`config.mk`:
```
export PLATFORM = sky130hd
export DESIGN_NAME = hazard_detection_unit
export DESIGN_NICKNAME = d
export VERILOG_FILES = /design/src/rtl/hazard_detection_unit.sv
export SDC_FILE = /design/constraint.sdc
export NUM_CORES = 1
export LEC_CHECK = 0
export ABC_CLOCK_PERIOD_IN_PS = 3100
export CORE_MARGIN = 3
export CORE_UTILIZATION = 30
export DETAILED_ROUTE_END_ITERATION = 8
export PLACE_DENSITY = 0.54
export SYNTH_ARGS = -nofsm -noshare
export SYNTH_HDL_FRONTEND = slang
export SYNTH_SLANG_ARGS = --single-unit
```
`constraint.sdc`:
```
create_clock -name clk -period 3.1 [get_ports clk]
set_clock_uncertainty 0.05 [all_clocks]
set_input_delay 0.62 -clock clk [delete_from_list [all_inputs] [get_ports clk]]
set_output_delay 0.62 -clock clk [all_outputs]
set_load 0.005 [all_outputs]
```
`src/rtl/hazard_detection_unit.sv`:
```
// Hazard detection unit for a 5-stage RISC-V pipeline, placed in ID.
// Inserts load-use and branch-operand bubbles that EX-stage forwarding
// cannot cover. Freezes the pipeline on cache misses. Flushes IF/ID on
// taken ID-stage branches. Counts every inserted bubble.
//
// state | meaning
// IDLE  | evaluate hazards, stall for zero or one cycle
// HOLD  | second bubble of a load feeding a branch, no evaluation
module hazard_detection_unit #(
  parameter int CNT_WIDTH = 32
) (
  input  logic                 clk,
  input  logic                 rst,
  input  logic [4:0]           IF_ID_rs1,
  input  logic [4:0]           IF_ID_rs2,
  input  logic                 use_rs1,
  input  logic                 use_rs2,
  input  logic                 branch_id,
  input  logic                 branch_taken,
  input  logic [4:0]           ID_EX_rd,
  input  logic                 ID_EX_memread,
  input  logic                 ID_EX_regwrite,
  input  logic [4:0]           EX_MEM_rd,
  input  logic                 EX_MEM_memread,
  input  logic                 icache_stall,
  input  logic                 dcache_stall,
  output logic                 pc_write,
  output logic                 IF_ID_write,
  output logic                 ID_EX_write,
  output logic                 ID_EX_bubble,
  output logic                 IF_ID_flush,
  output logic [CNT_WIDTH-1:0] stall_cycles
);

  typedef enum logic {
    IDLE = 1'b0,
    HOLD = 1'b1
  } state_t;

  state_t     state;
  logic       cnt;
  logic       ex_match;
  logic       mem_match;
  logic       freeze;
  logic       stall;
  logic [1:0] need;

  // Source-register matches against the EX and MEM destinations; x0 never matches.
  always_comb begin
    ex_match  = (use_rs1 && (IF_ID_rs1 != 5'd0) && (IF_ID_rs1 == ID_EX_rd)) ||
                (use_rs2 && (IF_ID_rs2 != 5'd0) && (IF_ID_rs2 == ID_EX_rd));
    mem_match = (use_rs1 && (IF_ID_rs1 != 5'd0) && (IF_ID_rs1 == EX_MEM_rd)) ||
                (use_rs2 && (IF_ID_rs2 != 5'd0) && (IF_ID_rs2 == EX_MEM_rd));
  end

  // Number of bubbles the ID instruction needs; the largest applicable case wins.
  always_comb begin
    need = 2'd0;
    if (ID_EX_memread && ex_match && branch_id)
      need = 2'd2;
    else if ((ID_EX_memread && ex_match) ||
             (!ID_EX_memread && ID_EX_regwrite && ex_match && branch_id) ||
             (EX_MEM_memread && mem_match && branch_id))
      need = 2'd1;
  end

  // Pipeline control: reset forces run, freeze beats stall, stall beats flush.
  always_comb begin
    freeze       = icache_stall || dcache_stall;
    stall        = !rst && !freeze && ((state == HOLD) || (need != 2'd0));
    pc_write     = 1'b1;
    IF_ID_write  = 1'b1;
    ID_EX_write  = 1'b1;
    ID_EX_bubble = 1'b0;
    IF_ID_flush  = 1'b0;
    if (!rst) begin
      if (freeze) begin
        pc_write    = 1'b0;
        IF_ID_write = 1'b0;
        ID_EX_write = 1'b0;
      end else if (stall) begin
        pc_write     = 1'b0;
        IF_ID_write  = 1'b0;
        ID_EX_bubble = 1'b1;
      end else begin
        IF_ID_flush = branch_taken;
      end
    end
  end

  // FSM and bubble counter; a cache freeze holds everything in place.
  always_ff @(posedge clk or posedge rst) begin
    if (rst) begin
      state        <= IDLE;
      cnt          <= 1'b0;
      stall_cycles <= '0;
    end else if (!freeze) begin
      case (state)
        IDLE: begin
          if (need == 2'd2) begin
            state <= HOLD;
            cnt   <= 1'b0;
          end
        end
        HOLD: begin
          if (cnt == 1'b0)
            state <= IDLE;
          else
            cnt <= 1'b0;
        end
        default: state <= IDLE;
      endcase
      if (stall)
        stall_cycles <= stall_cycles + 1'b1;
    end
  end

endmodule

```
Yosys cells after proc, flatten, opt, wreduce, memory -nomap -nowiden --
Index checks and enable logic that the tools add are counted.
Cells by class: add/sub/neg operators 1, multiply operators 0, div/mod/pow operators 0, magnitude comparators 0, eq/ne operators 6, shift-type cells 0, mux-type cells 18, bitwise gates (word level) 2, reduce and logical (&&, ||, !) cells 29
Operators with widths (count):
- 32-bit by 1-bit adder with 32-bit output (second input constant) | 1
- 5-bit equality test | 4
- 1-bit logical AND | 15
- 1-bit two-way mux | 15
- 5-bit nonzero test | 2
- 1-bit logical OR | 6
- 1-bit case mux with 2 select lines | 2
- 2-bit AND reduction | 2
- 1-bit logical NOT | 3
- 2-bit equality test (second input constant) | 1
- 2-bit two-way mux | 1
- 2-bit != test (second input constant) | 1
- 1-bit inverter | 2
- 2-bit nonzero test | 1
Word-level totals: bits in registers 34, bits in latches 0, memory bits (writable) 0, memory bits (read-only) 0, input port bits 31, output and inout port bits 37, memories 0

Logic depth before layout (Yosys ltp) --
Gate-level depths: netlist of the first run.
depth after elaboration 16, mapped depth 9, depth with buffers taken out 7

Worst setup path after synthesis of the first run --
Ideal clock, no wire load.
path type input to output, start point input port IF_ID_rs1[1], end point output port pc_write, arrival time 2.172 ns, slack 0.258 ns, cell stages on the path 9, cells stage by stage or4_1 -> o21ai_1 -> nor4_1 -> nor2_1 -> o211a_2 -> buf_2 -> nand2_1 -> nand2_1 -> buf_4
Between the ends: longest elaborated chain between the ends 16, elaborated cells between the ends (all ways) 24
RTL lines:
- start, declared | line 14 | input logic [4:0] IF_ID_rs1,
- 5-bit nonzero test | line 50, 52
- 1-bit logical AND | line 50, 52
- 1-bit logical AND | line 50 | ex_match = (use_rs1 && (IF_ID_rs1 != 5'd0) && (IF_ID_rs1 == ID_EX_rd)) ||
- 1-bit logical OR | line 50
- 1-bit logical AND (2 in series) | line 62 | (!ID_EX_memread && ID_EX_regwrite && ex_match && branch_id) ||
- 1-bit logical OR | line 61 | else if ((ID_EX_memread && ex_match) ||
- 1-bit logical OR | line 62
- 1-bit two-way mux | line 61
- 2-bit two-way mux (*) | line 59 | if (ID_EX_memread && ex_match && branch_id)
- 2-bit nonzero test (*) | line 70 | stall = !rst && !freeze && ((state == HOLD) || (need != 2'd0));
- 1-bit logical OR (*) | line 70
- 1-bit logical AND (*) | line 70
- 1-bit two-way mux (*) (3 in series)
- end, declared | line 27 | output logic pc_write,
Mark *: on every way between the ends. The rest lies on a longest branch, timed or not.

Worst setup path after layout of the first run --
start point input port IF_ID_rs1[2], end point output port IF_ID_flush
Between the ends: longest elaborated chain between the ends 16, elaborated cells between the ends (all ways) 24
RTL lines:
- 5-bit nonzero test | line 50, 52
- 1-bit logical AND | line 50, 52
- 1-bit logical AND | line 50
- 1-bit logical OR | line 50
- 1-bit logical AND (2 in series) | line 62
- 1-bit logical OR | line 61
- 1-bit logical OR | line 62
- 1-bit two-way mux | line 61
- 2-bit two-way mux (*) | line 59
- 2-bit nonzero test (*) | line 70
- 1-bit logical OR (*) | line 70
- 1-bit logical AND (*) | line 70
- 1-bit two-way mux (*) | line 81 | end else if (stall) begin
- 1-bit two-way mux (*) | line 77 | if (freeze) begin
- 1-bit two-way mux (*) | line 76 | if (!rst) begin
- end, declared | line 31 | output logic IF_ID_flush,
Marks and branches as above.

==> impl_metrics.ini, run 1 <==
[clocking]
clk_latency_ns = 0.28
cts_tree = done
clock_path_buffers = 2
cts_root_buf = clkbuf_8
ctsHoldBuffers = 0
cts_made_buffers = 5
cts_sinks = 33
cts.clk_slew.worst_paths_ns = 0.07
h-tree-depth = 2

[setup_path]
crit_chain = clkdlybuf4s15_1 -> or4_4 -> o21ai_4 -> nor4_1 -> nor2_1 -> o211a_4 -> buf_4 -> and3_4 -> clkbuf_2
slowest_stage = or4_4
critPathLaunchType = input port
crit_arrival_ns = 2.32
critPathCaptureType = primary output
required_ns = 2.43
cp.depth = 9
critPathMaxStageDelay_ns = 0.53
worstRegToRegCells = 6
critical_path.top_delay_family = simple AND/OR/NAND/NOR gates
crit_fanout = 3
critPathKind = in2out
crit_buf_inv = 3

[placement]
post-place-ws_ns = -0.5151
gp_congestion = 0.7589
portBuffers = 67
hpwlAfterDp_mm = 3.956

[routing]
first_iter_violations = 83
via_per_inst = 4.871
drc_errors = 0
avgRoutedWirePerCell_um = 14.29
first_pass_iters = 4
dr_total_vias = 1817
drt-total-wl_mm = 5.332
antenna_left = 0

[timing]
worst_pin_slew_ns = 0.4481
hold_violations = 0
fin_ws_ns = 0.1095
finalSetupViolations = 0
fmax_ghz = 0.3344
slew_viol_final = 0
rsz0062_at_grt = false
min_period_over_period_pct = 96.47
slew_headroom_pct = 70.13
min_period_ns = 2.990

[synthesis]
avgSynthCellArea_um2 = 10.37
synthDistinctLibCells = 29
synth_area_um2 = 1981
synth_cells = 191
syn_nets = 223
yosysWarnings = 0
ys_seq_area_share_pct = 41.69
yosys_register_bits = 33

[power]
peakVddDrop_mv = 0.2901
power.density_nw_per_um2 = 323.4
p_leak_nw = 1.436

[global_routing]
grt_pass1_vias = 1940
grt_pass1_wl_mm = 9.390
grt_max_degree = 34
grt.overflow.total = 0
grt_use_total_pct = 15.49
antenna_found_initial = 0

[floorplan]
start_util_pct = 32.12
die_h_um = 87.26
die-width_um = 87.26
dieArea_um2 = 7613
coreArea_um2 = 6166
row_count = 28
design.portCount = 68

[layout]
fin_nets = 329
drive_gt1_share_pct = 29.87
post-route-util_pct = 51.44
diodes = 0
syn_to_final_growth_pct = 60.14

[run_status]
status = complete, no violations

[flow_run]
drv_cap = 0

[min_path]
hp-class = reg2reg
min_path_cells = 1
-- Yosys cell counts --
cell / instances / share of area, %
nor2_1: 9 / 1.7
o21ai_1: 2 / 0.51
and3_1: 4 / 1.3
a21oi_1: 1 / 0.25
nor3_1: 12 / 3.0
or4_1: 4 / 1.5
nor3b_1: 2 / 0.76
o21ai_0: 2 / 0.51
xnor2_1: 16 / 7.1
nor4_1: 3 / 0.95
buf_6: 1 / 0.57
nand2_1: 16 / 3.0
or4_4: 1 / 0.57
buf_4: 2 / 0.76
dfrtp_1: 33 / 42
nor4b_2: 4 / 3.0
nor4_2: 10 / 6.3
xor2_1: 35 / 15
mux2_1: 1 / 0.57
nand3_1: 10 / 2.5
o211a_2: 1 / 0.51
or3_1: 2 / 0.63
nand3_4: 1 / 0.88
buf_2: 2 / 0.51
nand4_1: 10 / 3.2
ha_1: 1 / 0.63
inv_1: 4 / 0.76
nor4b_1: 1 / 0.44
o31ai_1: 1 / 0.38
-- path summary, 6_finish.rpt --
check / from / end / slack, ns
min in group asynchronous: rst / stall_cycles[10] / 0.78
max in group asynchronous: rst / stall_cycles[2] / 1.88
max reg2reg: stall_cycles[7] / stall_cycles[27] / 0.94
min: stall_cycles[31] / stall_cycles[31] / 0.42
min reg2reg: stall_cycles[31] / stall_cycles[31] / 0.42
max: IF_ID_rs1[2] / IF_ID_flush / 0.11
-- what timing repair did --
action / 4_1_cts / 5_1_grt
gates resized for setup: 80 / 14
endpoints found under the hold margin: 0 / 0
buffers inserted: 17 / 1
endpoints found under the setup margin: 4 / 5
pin swaps: 20 / 11
-- per-stage QoR --
| step | cells | cell area, um2 | setup TNS [ns] | power [mW] | hold WS (ns) |
|---|---|---|---|---|---|
| 2_1_floorplan | 191 | 1981 | 0 | 0.5039 | 0.3953 |
| 6_report | 373 | 3172 | 0 | 1.026 | 0.4248 |
| 4_1_cts | 375 | 3133 | -0.07910 | 1.031 | 0.4248 |
| 3_3_place_gp | 351 | 2882 | -1.943 | 0.6000 | 0.4073 |
| 3_5_place_dp | 351 | 2882 | -2.044 | 0.5990 | 0.4150 |
| 5_1_grt | 373 | 3172 | 0 | 1.073 | 0.4290 |
-- kinds of logic after synthesis --
logic type	Yosys count	synth area share, %
DFF	33	41.69
xor gates and xnor gates	51	22.55
buffers and inverters	9	2.590
and+or+nand+nor	89	29.82
adders and majority gates	1	0.6316
muxes	1	0.5685
AOI/OAI and AO/OA	7	2.148
-- sequential cells by signal (all words and copies together), names as in the netlist --
register	flops
stall_cycles	32
state	1
-- worst reg2reg max path, stage by stage, from the launching register on --
cell and delay (ns):
dfrtp_1 0.43, and3_1 0.24, and3_1 0.23, nand3_4 0.16
or4_4 0.57, nor4_2 0.26, xor2_1 0.16
-- per-layer routing --
layer	global-route usage, %	vias up	share of wire [%]
met3	4.541	6	5.6
met5	0	-	0
met1	21.11	868	48
li1	-	895	-
met2	24.18	48	46
met4	3.626	0	0.83
-- area by class of cell --
class | instances | area [um2]
Fill cell | 569 | 2994
Multi-Input combinational cell | 149 | 1205
Timing Repair Buffer | 104 | 915.9
Sequential cell | 33 | 825.8
Tap cell | 75 | 93.84
Clock buffer | 7 | 86.33
Clock inverter | 1 | 30.03
Inverter | 4 | 15.01
-- cells in the final DEF, fill, tap and decap left out, types with 3 or more instances in the layout --
cell,n
and3_1,3
buf_2,9
buf_4,32
buf_6,7
clkbuf_8,6
clkdlybuf4s50_1,42
dfrtp_1,33
dlygate4sd2_1,9
inv_1,4
nand2_1,16
nand3_1,10
nand4_1,10
nor2_1,7
nor3_1,12
nor4_2,12
nor4b_2,4
or4_4,4
xnor2_1,11
xnor2_2,5
xor2_1,35
-- report_power, final --
part | total [mW] | switching [mW] | internal, mW
combinational | 0.163 | 0.0687 | 0.0940
sequential | 0.445 | 0.00860 | 0.436
clock | 0.418 | 0.156 | 0.262
total | 1.03 | 0.233 | 0.792
Power figures use the tool's default switching activity.
==> run 2, diff against run 1 <==
--- a/config.mk
+++ b/config.mk
@@ -13,3 +13,4 @@
 export SYNTH_ARGS = -nofsm -noshare
 export SYNTH_HDL_FRONTEND = slang
 export SYNTH_SLANG_ARGS = --single-unit
+export TNS_END_PERCENT = 10
==> results of run 2 <==
Final layout, timing and power as in run 1 (identical DEF).
==> run 3, diff against run 2 <==
--- a/config.mk
+++ b/config.mk
@@ -9,7 +9,7 @@
 export CORE_MARGIN = 3
 export CORE_UTILIZATION = 30
 export DETAILED_ROUTE_END_ITERATION = 8
-export PLACE_DENSITY = 0.54
+export PLACE_DENSITY = 0.59
 export SYNTH_ARGS = -nofsm -noshare
 export SYNTH_HDL_FRONTEND = slang
 export SYNTH_SLANG_ARGS = --single-unit
==> impl_metrics.ini, run 3 (synthesis results as in run 1) <==
[timing]
finalSetupViolations = 0
fmax_ghz = 0.3246
timing.hold.ws_ns = 0.4136
rsz0062_at_grt = true
timing.setup.tns_ns = 0
slew_viol_final = 0
min_period_ns = 3.081
fin_ws_ns = 0.01939
slew_headroom_pct = 70.03
worst_pin_slew_ns = 0.4495
hold_violations = 0
min_period_over_period_pct = 99.37

[setup_path]
crit_fanout = 2
required_ns = 2.43
worstReg2RegEnd = stall_cycles[25]
crit_path_start = IF_ID_rs1[2]
crit_arrival_ns = 2.41
critPathKind = in2out
timing.rr.start = stall_cycles[7]
r2r_slack_ns = 0.90
critPathCaptureType = primary output
critPathLaunchType = input port
worstRegToRegCells = 6

[placement]
dpl_cell_area_um2 = 2867
hpwlAfterDp_mm = 3.828
post-place-ws_ns = -0.4828
gp_congestion = 0.8876
portBuffers = 67

[global_routing]
grt_max_degree = 34
grt_pass1_wl_mm = 8.376
grt_use_total_pct = 13.97
grt.overflow.total = 0
grt_pass1_vias = 1752
antenna_found_initial = 0

[flow_run]
drv_cap = 0

[routing]
antenna_left = 0
drc_errors = 0
avgRoutedWirePerCell_um = 14.16
first_pass_iters = 4
first_iter_violations = 26
via_per_inst = 4.827
dr_total_vias = 1733
drt-total-wl_mm = 5.084

[floorplan]
dieArea_um2 = 7613
design.portCount = 68
coreArea_um2 = 6166
row_count = 28
start_util_pct = 32.12
die-width_um = 87.26
die_h_um = 87.26

[layout]
final_cell_area_um2 = 2982
mostFrequentLayoutCell = clkdlybuf4s50_1
fin_nets = 315
top_register = stall_cycles
post-route-util_pct = 48.36
final_cell_mix = clkdlybuf4s50_1 (48), xor2_1 (35), dfrtp_1 (33)
diodes = 0
syn_to_final_growth_pct = 50.54
largest_register_ff_count = 32
reg.largest.list = stall_cycles (32), state (1)
drive_gt1_share_pct = 21.13

[run_status]
status = complete, no violations

[clocking]
clock_path_buffers = 2
cts_made_buffers = 5
cts.clk_slew.worst_paths_ns = 0.07
clk_latency_ns = 0.29
cts_sinks = 33
cts_root_buf = clkbuf_8
h-tree-depth = 2
cts_tree = done

[power]
peakVddDrop_mv = 0.1641
p_leak_nw = 1.321
power.density_nw_per_um2 = 304.3

[min_path]
hp-class = reg2reg
min_path_cells = 1
holdPathEnd = stall_cycles[31]
hp-start = stall_cycles[31]
-- run 3: layout make-up --
class	instances	area, um2
well taps	75	93.84
flip-flops and latches	33	825.8
repair buffers	90	812.0
inverters	4	15.01
fillers	601	3184
clock inverters	3	17.52
clock buffers	5	68.82
multi-input cells	149	1149
-- run 3: repair_timing --
action | CTS | global route
pin swaps | 9 | 0
endpoints found under the setup margin | 4 | 2
hold buffers | 0 | 0
buffers inserted | 2 | 0
resized for setup | 35 | 6
-- run 3: metrics by stage --
step,power (mW),cells
6_report,0.9072,359
5_1_grt,0.9502,359
4_1_cts,0.9190,359
3_5_place_dp,0.5974,349
3_3_place_gp,0.5981,349
2_1_floorplan,0.5039,191
-- run 3: where the power goes --
part | internal [mW] | switching (mW)
Sequential | 0.436 | 0.00860
Combinational | 0.0804 | 0.0623
Clock | 0.155 | 0.165
-- run 3: how the worst max path moves through the flow --
stage / cells after the start / endpoint / slack, ns
after global placement: 9 / pc_write / -0.47
after floorplan: 9 / pc_write / 0.26
final: 9 / IF_ID_flush / 0.02
after detailed placement: 8 / IF_ID_flush / -0.48
after global routing: 9 / IF_ID_flush / -0.04
after CTS: 8 / ID_EX_bubble / -0.02
-- run 3: routing by layer --
layer	share of wire, %	global-route usage (%)
met1	46	18.06
met4	1.2	4.184
met2	45	21.92
met5	0	0
met3	8.0	4.920
-- run 3: critical path, cell delays in order --
cell	delay, ns
dlygate4sd2_1	0.24
or4_4	0.55
o21ai_4	0.19
nor4_2	0.05
nor2_1	0.17
o211a_2	0.21
buf_6	0.10
and3_4	0.16
buf_2	0.10
